File: src/rtl/bcd_to_fnd.sv
// Registered BCD-to-7-segment driver for a 4-digit common-anode FND.
// One value is decoded into a segment font and one digit line is asserted.
// Both outputs come straight from flops, so there is exactly one cycle of
// latency and no combinational path from inputs to pins.
// The font and digit logic is built in active-low form (1 = off). A final
// XOR mask flips every bit when ACTIVE_LOW=0, and that includes the reset values.
module bcd_to_fnd #(
  parameter bit HEX_EN     = 1'b0,
  parameter bit ACTIVE_LOW = 1'b1
) (
  input  logic       i_clk,
  input  logic       i_reset,
  input  logic       i_En,
  input  logic [1:0] i_DigitSelect,
  input  logic [3:0] i_Value,
  output logic [3:0] o_FND_Digit,
  output logic [7:0] o_FND_Font
);

  localparam int         NUM_DIGITS = 4;
  localparam logic [3:0] DIG_POL    = ACTIVE_LOW ? 4'h0  : 4'hF;
  localparam logic [7:0] FONT_POL   = ACTIVE_LOW ? 8'h00 : 8'hFF;
  localparam logic [3:0] DIG_OFF    = 4'hF;
  localparam logic [7:0] FONT_OFF   = 8'hFF;

  // Scan request as seen on the inputs this cycle.
  typedef struct packed {
    logic       en;
    logic [1:0] sel;
    logic [3:0] val;
  } scan_req_t;

  scan_req_t  req;
  logic [NUM_DIGITS-1:0] dig_on;
  logic [3:0] digit_nxt;
  logic [7:0] font_nxt;

  assign req = '{en: i_En, sel: i_DigitSelect, val: i_Value};

  // Active-low font lookup {dp,g,f,e,d,c,b,a}; the dp segment is always off.
  function automatic logic [7:0] font_lut(input logic [3:0] v);
    logic [7:0] f;
    case (v)
      4'h0: f = 8'hC0;
      4'h1: f = 8'hF9;
      4'h2: f = 8'hA4;
      4'h3: f = 8'hB0;
      4'h4: f = 8'h99;
      4'h5: f = 8'h92;
      4'h6: f = 8'h82;
      4'h7: f = 8'hF8;
      4'h8: f = 8'h80;
      4'h9: f = 8'h90;
      4'hA: f = HEX_EN ? 8'h88 : FONT_OFF;
      4'hB: f = HEX_EN ? 8'h83 : FONT_OFF;
      4'hC: f = HEX_EN ? 8'hC6 : FONT_OFF;
      4'hD: f = HEX_EN ? 8'hA1 : FONT_OFF;
      4'hE: f = HEX_EN ? 8'h86 : FONT_OFF;
      default: f = HEX_EN ? 8'h8E : FONT_OFF;
    endcase
    return f;
  endfunction

  // Per-digit enable: a digit lights only when it is selected and the display is enabled.
  for (genvar g = 0; g < NUM_DIGITS; g++) begin : g_dig
    assign dig_on[g] = req.en && (req.sel == 2'(g));
  end

  // Next-state decode, converted to the output polarity.
  always_comb begin
    digit_nxt = ~dig_on ^ DIG_POL;
    font_nxt  = (req.en ? font_lut(req.val) : FONT_OFF) ^ FONT_POL;
  end

  // Output registers; reset blanks the display asynchronously and takes priority over enable.
  always_ff @(posedge i_clk or posedge i_reset) begin
    if (i_reset) begin
      o_FND_Digit <= DIG_OFF ^ DIG_POL;
      o_FND_Font  <= FONT_OFF ^ FONT_POL;
    end else begin
      o_FND_Digit <= digit_nxt;
      o_FND_Font  <= font_nxt;
    end
  end

endmodule

File: config.mk
export PLATFORM = sky130hd
export DESIGN_NAME = bcd_to_fnd
export DESIGN_NICKNAME = d
export VERILOG_FILES = /design/src/rtl/bcd_to_fnd.sv
export SDC_FILE = /design/constraint.sdc
export NUM_CORES = 1
export LEC_CHECK = 0
export ABC_AREA = 1
export BUFFER_PORTS_ARGS = -buffer_cell sky130_fd_sc_hd__buf_4
export CAP_MARGIN = 20
export CORE_AREA = 2 2 39 41
export CTS_CLUSTER_DIAMETER = 80
export DETAILED_ROUTE_END_ITERATION = 10
export DIE_AREA = 0 0 41 43
export PLACE_DENSITY = 0.68
export SYNTH_ARGS = -nofsm -noshare
export SYNTH_HDL_FRONTEND = slang
export SYNTH_SLANG_ARGS = --single-unit
File: constraint.sdc
create_clock -name i_clk -period 1.5 [get_ports i_clk]
set_input_delay 0.375 -clock i_clk [delete_from_list [all_inputs] [get_ports i_clk]]
set_output_delay 0.375 -clock i_clk [all_outputs]
set_load 0.01 [all_outputs]
==> impl_metrics.json <==
{
  "synth_seq_cells": 11,
  "syn_inst": 58,
  "ctsResizeCount": 0,
  "hold_buffers": 0,
  "crit_fanout": 1,
  "ys_types": 11,
  "peakVddDrop_mv": 0.286,
  "tritoncts": "yes",
  "synth_adder_area_share": 0.116,
  "crit_path_max_incr_delay_ps": 520,
  "clock_path_buffers": 2,
  "core_um2": 1380,
  "endpoint_kind": "primary output",
  "cts_root_buf": "clkbuf_4",
  "start_kind": "flip-flop",
  "drt_wl_total_um": 842,
  "synth_top_family_by_area": "simple AND/OR/NAND/NOR gates",
  "worstPathRequired_ps": 1120,
  "finalMaxSlewViolations": 0,
  "final_nets": 95,
  "antenna_cells": 0,
  "ys_warn_count": 0,
  "fin_tns_setup_ps": 0,
  "dr_wl_met3_um": 52,
  "leakagePower_nw": 0.364,
  "synthSimpleGateAreaFrac": 0.241,
  "grt_antenna_before_repair": 0,
  "remaining_drc_errors": 0,
  "drtIter0Drc": 9,
  "clk_pin_slew_ps": 60,
  "syn_to_final_growth_pct": 33.6,
  "crit_buf_inv": 1,
  "die_area_um2": 1760,
  "nFillCells": 131,
  "power_density_nw_per_um2": 880,
  "grt_remaining_overflow": 0,
  "final_common_cell": "buf_4",
  "total_power_mw": 0.634,
  "setup_viol": 0,
  "syn_area_um2": 539,
  "cts_buffers": 3,
  "place_inst": 92,
  "cp.arrival_ps": 900,
  "fin_util": 0.521,
  "period_needed_ps": 1270,
  "numPortBuffers": 19,
  "critPathKind": "flip-flop to primary output",
  "wl_per_cell_um": 8.77,
  "fin_cells": 96,
  "synth-compound-area-share": 0.00928,
  "row_count": 14,
  "grt_pass1_vias": 374,
  "vias": 417,
  "top_layer": "met4",
  "cts_setup_buffers": 0,
  "synthMuxAreaShare": 0,
  "hpwl_um": 695,
  "cts.sinks": 11,
  "cp_slowest_cell": "dfstp_2",
  "grt_usage": 0.124,
  "min_from": "i_DigitSelect[0]",
  "syn_area_per_cell_um2": 9.30,
  "grt_pass1_wl_mm": 1.38,
  "seq_area_frac_synth": 0.536,
  "min_path_type": "input pin to flip-flop",
  "fp.dieW_um": 41,
  "wl_met2_um": 428,
  "timing.final.hold_violations": 0,
  "drt-met1-wl_um": 308,
  "fin_crit_sh": 0.847,
  "crit_chain": "buf_4",
  "grt_max_degree": 12,
  "rsz0062_at_grt": "no",
  "syn-num-nets": 72,
  "gp_congestion": 0.816,
  "final_cell_mix": "19 x buf_4, 15 x nand2_1, 11 x dfstp_2, 10 x nand3_1, 9 x inv_1",
  "ant_nets": 0,
  "start_util": 0.390,
  "vias_per_cell": 4.34,
  "min_to": "o_FND_Digit[3]",
  "min_path_cells": 2,
  "cap_violations": 0,
  "synth_xor_area_frac": 0,
  "crit_family": "flip-flops",
  "fmax_mhz": 787,
  "die_y_um": 43,
  "firstDrtPassIters": 4,
  "pin_count": 21,
  "whs_ps": 278,
  "drive_gt1_frac": 0.475,
  "h-tree-depth": 1,
  "status": "completed"
}
-- cells in the mapped netlist --
master   count  area, µm²
nor2_4       1       11.3
ha_1         5       62.6
a21oi_1      1       5.00
nor2_2       2       12.5
buf_4        1       7.51
inv_1        9       33.8
nand2_1     15       56.3
nand3_1     10       50.1
conb_1       1       3.75
dfstp_2     11        289
inv_2        2       7.51
-- cell families after synthesis --
| family | Yosys count |
|---|---|
| compound gates | 1 |
| fa+ha+maj | 5 |
| buf+inv | 12 |
| flops | 11 |
| other cells | 1 |
| simple gates | 28 |
-- per-stage QoR --
step,cell area (µm²),setup slack [ps]
final,721,230
after global routing,721,198
after CTS,721,214
after detailed placement,694,363
after global placement,694,380
after floorplan,539,527
-- layer usage --
layer	vias to the layer above	global-route usage
li1	215	-
met1	181	0.119
met2	16	0.194
met3	5	0.0157
met4	0	0.140
met5	-	0
-- flip-flops by register name, indices dropped and copies added (netlist names) --
| name | flops |
|---|---|
| o_FND_Font | 7 |
| o_FND_Digit | 4 |
-- area by class of cell --
type | count | area, µm² | area share
timing repair buffer | 19 | 143 | 0.198
tap | 16 | 20.0 | 0.0278
inverter | 11 | 41.3 | 0.0573
multi-input combinational | 35 | 201 | 0.280
clock buffer | 4 | 26.3 | 0.0365
sequential | 11 | 289 | 0.401
-- worst max path at each step --
stage | startpoint | to | slack, ps | cells after the start
final | o_FND_Digit[2] | o_FND_Digit[2] | 230 | 1
after global routing | o_FND_Digit[2] | o_FND_Digit[2] | 200 | 1
after CTS | o_FND_Digit[2] | o_FND_Digit[2] | 210 | 1
after detailed placement | i_Value[0] | o_FND_Font[3] | 360 | 6
after global placement | i_Value[0] | o_FND_Font[3] | 380 | 6
after floorplan | i_Value[0] | o_FND_Font[3] | 530 | 5
-- power by group --
part | switching [mW] | total (mW) | internal, mW
logic | 0.0605 | 0.112 | 0.0512
clock network | 0.0887 | 0.192 | 0.103
registers | 0.00421 | 0.331 | 0.326
(Power assumes the default switching activity.)
